**src/rtl/lb_pkg.sv**
```systemverilog
// Shared types and constants for the leaderboard tracker and its rank comparator.
package lb_pkg;

  typedef enum logic [1:0] {
    IDLE = 2'd0,
    CMP  = 2'd1,
    UPD  = 2'd2
  } state_t;

  localparam int SCORE_W_DEF   = 8;
  localparam int NUM_SLOTS     = 3;
  localparam int MAX_SCORE_DEF = 99;

  localparam logic [1:0] RANK_NONE = 2'd0;
  localparam logic [1:0] RANK_1    = 2'd1;
  localparam logic [1:0] RANK_2    = 2'd2;
  localparam logic [1:0] RANK_3    = 2'd3;

endpackage

```
**src/rtl/lb_rank_compare.sv**
```systemverilog
// Combinational placement of a candidate score against the top-3 table.
// Tie rule: existing entries win unless LB_TIE_NEW_FIRST_EN is defined.
module lb_rank_compare
  import lb_pkg::*;
#(
  parameter int SCORE_W = SCORE_W_DEF
) (
  input  logic [SCORE_W-1:0]   i_cand,
  input  logic [SCORE_W-1:0]   i_lb1,
  input  logic [SCORE_W-1:0]   i_lb2,
  input  logic [SCORE_W-1:0]   i_lb3,
  input  logic [NUM_SLOTS-1:0] i_valid,
  output logic [1:0]           o_pos
);

  logic [SCORE_W-1:0]   w_lb [NUM_SLOTS];
  logic [NUM_SLOTS-1:0] w_beats;

  assign w_lb[0] = i_lb1;
  assign w_lb[1] = i_lb2;
  assign w_lb[2] = i_lb3;

  // An empty slot takes any score, including zero.
  for (genvar gi = 0; gi < NUM_SLOTS; gi++) begin : g_beats
`ifdef LB_TIE_NEW_FIRST_EN
    assign w_beats[gi] = ~i_valid[gi] | (i_cand >= w_lb[gi]);
`else
    assign w_beats[gi] = ~i_valid[gi] | (i_cand > w_lb[gi]);
`endif
  end

  always_comb begin
    o_pos = RANK_NONE;
    if (w_beats[0])      o_pos = RANK_1;
    else if (w_beats[1]) o_pos = RANK_2;
    else if (w_beats[2]) o_pos = RANK_3;
  end

endmodule

```
**src/rtl/leaderboard_tracker.sv**
```systemverilog
// Captures the final score on each game_over rising edge and inserts it into a sorted top-3 table.
// Optional macro LB_TIE_NEW_FIRST_EN lets a new tied score rank above older equal entries.
module leaderboard_tracker
  import lb_pkg::*;
#(
  parameter int SCORE_W   = SCORE_W_DEF,
  parameter int MAX_SCORE = MAX_SCORE_DEF
) (
  input  logic               i_clk,
  input  logic               i_rst_n,
  input  logic [SCORE_W-1:0] i_score,
  input  logic               i_game_over,
  input  logic               i_clear,
  output logic [SCORE_W-1:0] o_lb1,
  output logic [SCORE_W-1:0] o_lb2,
  output logic [SCORE_W-1:0] o_lb3,
  output logic [1:0]         o_rank,
  output logic               o_new_record,
  output logic               o_done,
  output logic               o_busy
);

  localparam logic [SCORE_W-1:0] CLAMP = SCORE_W'(MAX_SCORE);

  state_t               r_state;
  logic                 r_go_q;
  logic [SCORE_W-1:0]   r_cand;
  logic [1:0]           r_pos;
  logic [SCORE_W-1:0]   r_lb [NUM_SLOTS];
  logic [NUM_SLOTS-1:0] r_valid;
  logic [1:0]           r_rank;
  logic                 r_new_record;
  logic                 r_done;

  logic [SCORE_W-1:0]   w_clamped;
  logic [1:0]           w_pos;
  logic                 w_start;
  logic [SCORE_W-1:0]   w_lb_shift [NUM_SLOTS];
  logic [NUM_SLOTS-1:0] w_valid_shift;

  assign w_clamped = (i_score > CLAMP) ? CLAMP : i_score;
  assign w_start   = i_game_over & ~r_go_q & (r_state == IDLE) & ~i_clear;

  lb_rank_compare #(.SCORE_W(SCORE_W)) u_cmp (
    .i_cand  (r_cand),
    .i_lb1   (r_lb[0]),
    .i_lb2   (r_lb[1]),
    .i_lb3   (r_lb[2]),
    .i_valid (r_valid),
    .o_pos   (w_pos)
  );

  // Slots above the insertion point hold, the inserted slot takes cand, slots below shift down.
  for (genvar gi = 0; gi < NUM_SLOTS; gi++) begin : g_slot
    if (gi == 0) begin : g_head
      assign w_lb_shift[gi]    = (r_pos == 2'(gi + 1)) ? r_cand : r_lb[gi];
      assign w_valid_shift[gi] = (r_pos == 2'(gi + 1)) ? 1'b1 : r_valid[gi];
    end else begin : g_tail
      logic w_hold;
      assign w_hold            = (r_pos == RANK_NONE) || (r_pos > 2'(gi + 1));
      assign w_lb_shift[gi]    = w_hold ? r_lb[gi] :
                                 (r_pos == 2'(gi + 1)) ? r_cand : r_lb[gi - 1];
      assign w_valid_shift[gi] = w_hold ? r_valid[gi] :
                                 (r_pos == 2'(gi + 1)) ? 1'b1 : r_valid[gi - 1];
    end
  end

  always_ff @(posedge i_clk or negedge i_rst_n) begin
    if (!i_rst_n) begin
      r_state      <= IDLE;
      r_go_q       <= 1'b0;
      r_cand       <= '0;
      r_pos        <= RANK_NONE;
      r_valid      <= '0;
      r_rank       <= RANK_NONE;
      r_new_record <= 1'b0;
      r_done       <= 1'b0;
      for (int i = 0; i < NUM_SLOTS; i++) r_lb[i] <= '0;
    end else begin
      r_go_q       <= i_game_over;
      r_done       <= 1'b0;
      r_new_record <= 1'b0;
      if (i_clear) begin
        r_state <= IDLE;
        r_valid <= '0;
        r_rank  <= RANK_NONE;
        for (int i = 0; i < NUM_SLOTS; i++) r_lb[i] <= '0;
      end else begin
        case (r_state)
          IDLE: begin
            if (w_start) begin
              r_cand  <= w_clamped;
              r_state <= CMP;
            end
          end
          CMP: begin
            r_pos   <= w_pos;
            r_state <= UPD;
          end
          UPD: begin
            for (int i = 0; i < NUM_SLOTS; i++) r_lb[i] <= w_lb_shift[i];
            r_valid      <= w_valid_shift;
            r_rank       <= r_pos;
            r_done       <= 1'b1;
            r_new_record <= (r_pos == RANK_1);
            r_state      <= IDLE;
          end
          default: r_state <= IDLE;
        endcase
      end
    end
  end

  assign o_lb1        = r_lb[0];
  assign o_lb2        = r_lb[1];
  assign o_lb3        = r_lb[2];
  assign o_rank       = r_rank;
  assign o_new_record = r_new_record;
  assign o_done       = r_done;
  assign o_busy       = (r_state != IDLE);

endmodule

```
**config.mk**
```make
export PLATFORM = sky130hd
export DESIGN_NAME = leaderboard_tracker
export DESIGN_NICKNAME = d
export VERILOG_FILES = /design/src/rtl/lb_pkg.sv /design/src/rtl/lb_rank_compare.sv /design/src/rtl/leaderboard_tracker.sv
export SDC_FILE = /design/constraint.sdc
export NUM_CORES = 1
export LEC_CHECK = 0
export BUFFER_PORTS_ARGS = -buffer_cell sky130_fd_sc_hd__buf_4
export CAP_MARGIN = 20
export CORE_MARGIN = 2
export CORE_UTILIZATION = 56
export DETAILED_ROUTE_END_ITERATION = 12
export GPL_TIMING_DRIVEN = 0
export PLACE_DENSITY = 0.87
export RECOVER_POWER = 50
export SYNTH_ARGS = -nofsm -noshare
export SYNTH_HDL_FRONTEND = slang
export SYNTH_SLANG_ARGS = --single-unit
```
**constraint.sdc**
```tcl
create_clock -name i_clk -period 2.34 [get_ports i_clk]
set_clock_uncertainty 0.2 [all_clocks]
set_input_delay 0.117 -clock i_clk [delete_from_list [all_inputs] [get_ports i_clk]]
set_output_delay 0.117 -clock i_clk [all_outputs]
set_load 0.005 [all_outputs]
```
## Yosys cells after proc, flatten, opt, wreduce, memory -nomap -nowiden

Cells that the tools add are included.

- Flip-flop bits (word level): 44
- Output and inout bits: 29
- Word-level logic and storage cells: 77

- $lt $le $gt $ge: 6
- Equality and inequality tests: 8
- Multiplexer cells: 27
- Bitwise operators: 11
- Reductions and logical operators: 12

Operators with widths:

| kind | count |
|---|---|
| 2-to-1 mux 24 bit | 2 |
| 2-to-1 mux 8 bit | 6 |
| > comparator 8 bit | 3 |
| 2-to-1 mux 2 bit | 7 |
| 2-to-1 mux 1 bit | 9 |
| > comparator 8 x 7 -> 1 bit (second input constant) | 1 |
| AND reduction 2 bit | 4 |
| equality test 2 bit (second input constant) | 3 |
| 2-to-1 mux 3 bit | 2 |
| nonzero test 2 bit | 3 |
| NOT 1 bit | 5 |
| equality test 2 x 1 -> 1 bit (second input constant) | 2 |
| > comparator 2 bit (second input constant) | 2 |
| zero test 2 bit | 2 |
| inequality test 2 bit (second input constant) | 2 |
| case mux 2 bit (2 select lines) | 1 |
| AND 1 bit | 3 |
| inequality test 3 bit (second input constant) | 1 |
| bitwise OR 1 bit | 3 |
| AND reduction 3 bit | 1 |
| logical OR 1 bit | 2 |

## Depth between registers and ports, before layout

- Depth in word-level cells: 7
- Mapped depth: 8
- Depth with buffers taken out: 8

## Cells and area by module

A second synthesis with hierarchy kept.

- Cell total of the unflattened synthesis: 265
- Area total of the unflattened synthesis: 2690.1 um2

By module, submodules not included:

| module | instances | cells an instance | area each (um2) | sequential area each (um2) |
|---|---|---|---|---|
| leaderboard_tracker | 1 | 175 | 2048.2 | 1101.1 |
| lb_rank_compare | 1 | 90 | 641.9 | 0.0 |

## Worst setup path after synthesis

OpenSTA, ideal clock, no wires.

- Path type: register to register
- From: register r_cand[5]
- To: register r_pos[0]
- Library setup time: 73 ps
- Arrival: 1724 ps
- Slack: 343 ps
- Cell stages (with the launch flop): 7
- Period minus slack after synthesis: 1997 ps
- Path through: dfrtp_1 ha_1 nand4_1 or3_1 o31ai_1 or3b_1 a21oi_2

- Longest elaborated chain between the ends: 5

RTL lines:

| item | line | RTL |
|---|---|---|
| from (decl) | leaderboard_tracker.sv:27 | `logic [SCORE_W-1:0] r_cand;` |
| from (signal assigned) | leaderboard_tracker.sv:92 | `r_cand <= w_clamped;` |
| > comparator 8 bit | lb_rank_compare.sv:28 | `assign w_beats[gi] = ~i_valid[gi] \| (i_cand > w_lb[gi]);` |
| bitwise OR 1 bit | lb_rank_compare.sv:28 |  |
| 2-to-1 mux 2 bit | lb_rank_compare.sv:36 | `else if (w_beats[2]) o_pos = RANK_3;` |
| 2-to-1 mux 2 bit | lb_rank_compare.sv:35 | `else if (w_beats[1]) o_pos = RANK_2;` |
| 2-to-1 mux 2 bit * | lb_rank_compare.sv:34 | `if (w_beats[0]) o_pos = RANK_1;` |
| to (signal assigned) | leaderboard_tracker.sv:97 | `r_pos <= w_pos;` |
| to (decl) | leaderboard_tracker.sv:28 | `logic [1:0] r_pos;` |

Every way passes the cells marked *; elsewhere a longest branch is shown, timed or not.
A chain may end at the register's enable or synchronous reset.

## Final worst setup path

- From: register r_state[1]
- To: register r_cand[1]

- Longest elaborated chain between the ends: 4

RTL lines:

| item | line | RTL |
|---|---|---|
| from (decl) | leaderboard_tracker.sv:25 | `state_t r_state;` |
| from (signal assigned) | leaderboard_tracker.sv:70 | `r_state <= IDLE;` |
| from (signal assigned) | leaderboard_tracker.sv:84 | `r_state <= IDLE;` |
| from (signal assigned) | leaderboard_tracker.sv:93 | `r_state <= CMP;` |
| zero test 2 bit * | leaderboard_tracker.sv:42, leaderboard_tracker.sv:89 |  |
| AND 1 bit (2 in series) | leaderboard_tracker.sv:42 | `assign w_start = i_game_over & ~r_go_q & (r_state == IDLE) & ~i_clear;` |
| AND reduction 3 bit (no line) * | -- |  |

Marks and branches as above.

==> metrics.log <==
INFO  metric clock_latency_at_the_later_pin_of_the_worst_skew_pair = 0.30 ns
INFO  metric setup_ws = 0.0613 ns
INFO  metric post-route-min-period = 2.28 ns
INFO  metric post_synthesis_cell_area = 2550 um^2
INFO  metric critical_path.cell_chain = or2_4, nor4b_4, buf_4, buf_6, a31oi_1, dlygate4sd3_1
INFO  metric fin_nets = 376
INFO  metric synth.top_cells.by_area = sky130_fd_sc_hd__dfrtp_1 43%, sky130_fd_sc_hd__ha_1 14%, sky130_fd_sc_hd__mux2i_1 6.3%
INFO  metric vdd.ir_drop.worst = 0.423 mV
INFO  metric finalPower = 1.83 mW
INFO  metric synth.avg_cell_area = 9.43 um^2
INFO  metric drtPass1Iterations = 4
INFO  metric synthDominantCellAreaShare = 0.432
INFO  metric post_synth_inst_count = 270
INFO  metric delay_of_the_slowest_cell_on_the_worst_path = 0.58 ns
INFO  metric drt_drc = 0
INFO  metric first_global_vias = 2317
INFO  metric path_max_fanout = 10
INFO  metric yosys_register_bits = 44
INFO  metric grt_max_degree = 45
INFO  metric final_antenna_net_count = 0
INFO  metric layout_worst_path_cycle_share = 0.974
INFO  metric routabilityCongestion = 0.825
INFO  metric place.port_buffers = 40
INFO  metric postSynthNetCount = 310
INFO  metric max_cap_violations = 0
INFO  metric die-height = 71.4 um
INFO  metric path_clk_slew = 0.08 ns
INFO  metric met3WireLength = 278 um
INFO  metric synth.lib_cells_used.distinct = 33
INFO  metric synthArstFlopShare = 1.00
INFO  metric num_antenna_cells = 0
INFO  metric post_route_cells_drive_above_1_share = 0.178
INFO  metric initial_antenna_violation_count = 0
INFO  metric row_count = 24
INFO  metric clock_buffer_count_from_cts = 5
INFO  metric globalRoute.totalOverflow = 0
INFO  metric grt_use_total = 0.258
INFO  metric fmax = 0.439 GHz
INFO  metric synth_largest_area_cell = sky130_fd_sc_hd__dfrtp_1
INFO  metric vias_per_cell = 5.67
INFO  metric tritoncts = yes
INFO  metric die_w = 71.4 um
INFO  metric fin_tns_setup = 0 ns
INFO  metric route.vias.total = 2206
INFO  metric clockRootBuffer = sky130_fd_sc_hd__clkbuf_8
INFO  metric finish.utilization = 0.741
INFO  metric flow.area_growth_from_synthesis = 26.6%
INFO  metric crit_path_top_delay_cell = sky130_fd_sc_hd__dlygate4sd3_1
INFO  metric met2_length = 3200 um
INFO  metric report.final.setup_viol = 0
INFO  metric grt_pass1_wl = 10300 um
INFO  metric critPathLaunchType = flop
INFO  metric synth.yosys.seq_area_share = 0.432
INFO  metric hold_violations = 0
INFO  metric cp_data_arrival_time = 2.26 ns
INFO  metric routedWlPerCell = 15.6 um
INFO  metric run_status = complete, no violations
INFO  metric worst_ep_required_time = 2.32 ns
INFO  metric power_leakage = 1.39 nW
INFO  metric max-slew-margin-rel = 0.276
INFO  metric detailed_place.area = 2910 um^2
INFO  metric wl_met1 = 2500 um
INFO  metric crit_path_end_kind = flop
INFO  metric die_area = 5100 um^2
INFO  metric dp_worst_setup_slack = 0.0731 ns
INFO  metric synth_top_flop_cell = sky130_fd_sc_hd__dfrtp_1
INFO  metric dr.max_layer_used = met4
INFO  metric pwr_density_cell = 569 nW/um^2
INFO  metric initial_core_util = 0.585
INFO  metric timing_worst_slew_pin_value = 1.09 ns
INFO  metric drt-total-wl = 6070 um
INFO  metric finalMaxSlewViolations = 0
INFO  metric drt_iter0_markers = 95
INFO  metric floorplan.io_pins = 41
INFO  metric yosys_warnings = 0
INFO  metric clock_tree.htree_level_count = 2
INFO  metric path_class = flop to flop
INFO  metric finish.instance_area = 3220 um^2
INFO  metric max-clock-path-buffers = 2
INFO  metric min_path_type = input port to flop
INFO  metric detailed_place_hpwl = 4330 um
INFO  metric fp.coreArea = 4350 um^2
INFO  metric clock_sink_count = 44
INFO  metric synth-edff-count = 0
-- logic make-up after synthesis --
| group | after synthesis | share of synthesized area |
|---|---|---|
| AO/OA/AOI/OAI | 60 | 0.144 |
| multiplexers | 16 | 0.0629 |
| adder cells (fa/ha/maj) | 28 | 0.138 |
| flip-flops | 44 | 0.432 |
| AND/OR/NAND/NOR | 83 | 0.162 |
| buffers and inverters | 39 | 0.0614 |
-- metrics by stage --
stage,hold WS (ns),cells
floorplan,-0.379,270
global placement,-0.0610,362
detailed placement,-0.0573,362
CTS,0.158,387
global route,0.338,389
finish,0.305,389
-- metal layers --
layer / vias to the layer above / global-route usage
li1: 1070 / -
met1: 1068 / 0.296
met2: 58 / 0.483
met3: 10 / 0.0422
met4: 0 / 0.0901
met5: - / 0
-- layout by cell type, fill, tap and decap left out, drive strengths merged, types with 4 or more instances in the layout --
master and n:
nand2 25, buf 31, dfrtp 44, nand4 4, a21oi 23, mux2i 16, ha 28, a211oi 11
inv 29, clkbuf 26, o31ai 5, nor2b 5, o21ai 13, dlygate4sd3 17, nand3 13, nor2 23
-- repair_timing --
item                                    4_1_cts  5_1_grt
hold buffers                                 17        0
buffers inserted                              0        2
gates resized for setup                       0        5
hold endpoints to repair                     54        0
endpoints found under the setup margin        0        7
-- cells in the mapped netlist, types with 2 or more instances --
| library cell | instances |
|---|---|
| sky130_fd_sc_hd__or3_1 | 2 |
| sky130_fd_sc_hd__o21bai_1 | 2 |
| sky130_fd_sc_hd__dfrtp_1 | 44 |
| sky130_fd_sc_hd__o21ai_0 | 13 |
| sky130_fd_sc_hd__mux2i_1 | 16 |
| sky130_fd_sc_hd__clkbuf_1 | 7 |
| sky130_fd_sc_hd__a211oi_1 | 11 |
| sky130_fd_sc_hd__a21oi_1 | 22 |
| sky130_fd_sc_hd__nand4_1 | 4 |
| sky130_fd_sc_hd__nand2_1 | 25 |
| sky130_fd_sc_hd__ha_1 | 28 |
| sky130_fd_sc_hd__o31ai_1 | 5 |
| sky130_fd_sc_hd__nand2b_1 | 3 |
| sky130_fd_sc_hd__nand3_1 | 13 |
| sky130_fd_sc_hd__nor2b_1 | 5 |
| sky130_fd_sc_hd__buf_2 | 2 |
| sky130_fd_sc_hd__inv_1 | 29 |
| sky130_fd_sc_hd__a31oi_1 | 3 |
| sky130_fd_sc_hd__nor2_1 | 22 |
-- registers in the layout (all words and copies together) (netlist names), 2 cells and up --
register / count
o_lb1: 8
r_state: 2
r_valid: 3
o_lb3: 8
r_cand: 8
r_pos: 2
o_lb2: 8
o_rank: 2
-- report_power, final --
part           switching, mW  leakage (nW)  internal [mW]
Combinational          0.206         0.747          0.177
Clock                  0.271        0.0541          0.316
Sequential            0.0648         0.585          0.798
-- final timing paths --
kind / from / slack [ns] / to / cells after the start
min in group asynchronous: i_rst_n / 0.34 / o_lb3[0] / 2
max reg2reg: r_state[1] / 0.06 / r_cand[1] / 6
max in group asynchronous: i_rst_n / 0.86 / r_cand[5] / 2
min reg2reg: o_rank[0] / 0.33 / o_rank[0] / 2
max: r_state[1] / 0.06 / r_cand[1] / 6
min: i_game_over / 0.31 / r_go_q / 2
-- worst max-delay path, delay by kind of cell (launching register included) --
kind	cells	cell delay, ns
compound gates	1	0.09
buf+inv	3	0.92
flops	1	0.41
simple gates	2	0.55
-- final cells by class --
class                   instances  area [um^2]
plain buffers                  10         47.5
clock buffers                   5         68.8
clock inverters                 3         42.5
fillers                       335         1130
inverters                      29          109
multi-input cells             187         1310
flip-flops and latches         44         1100
well taps                      52         65.1
repair buffers                 59          479
No activity file was read; power rests on OpenSTA's default activity.
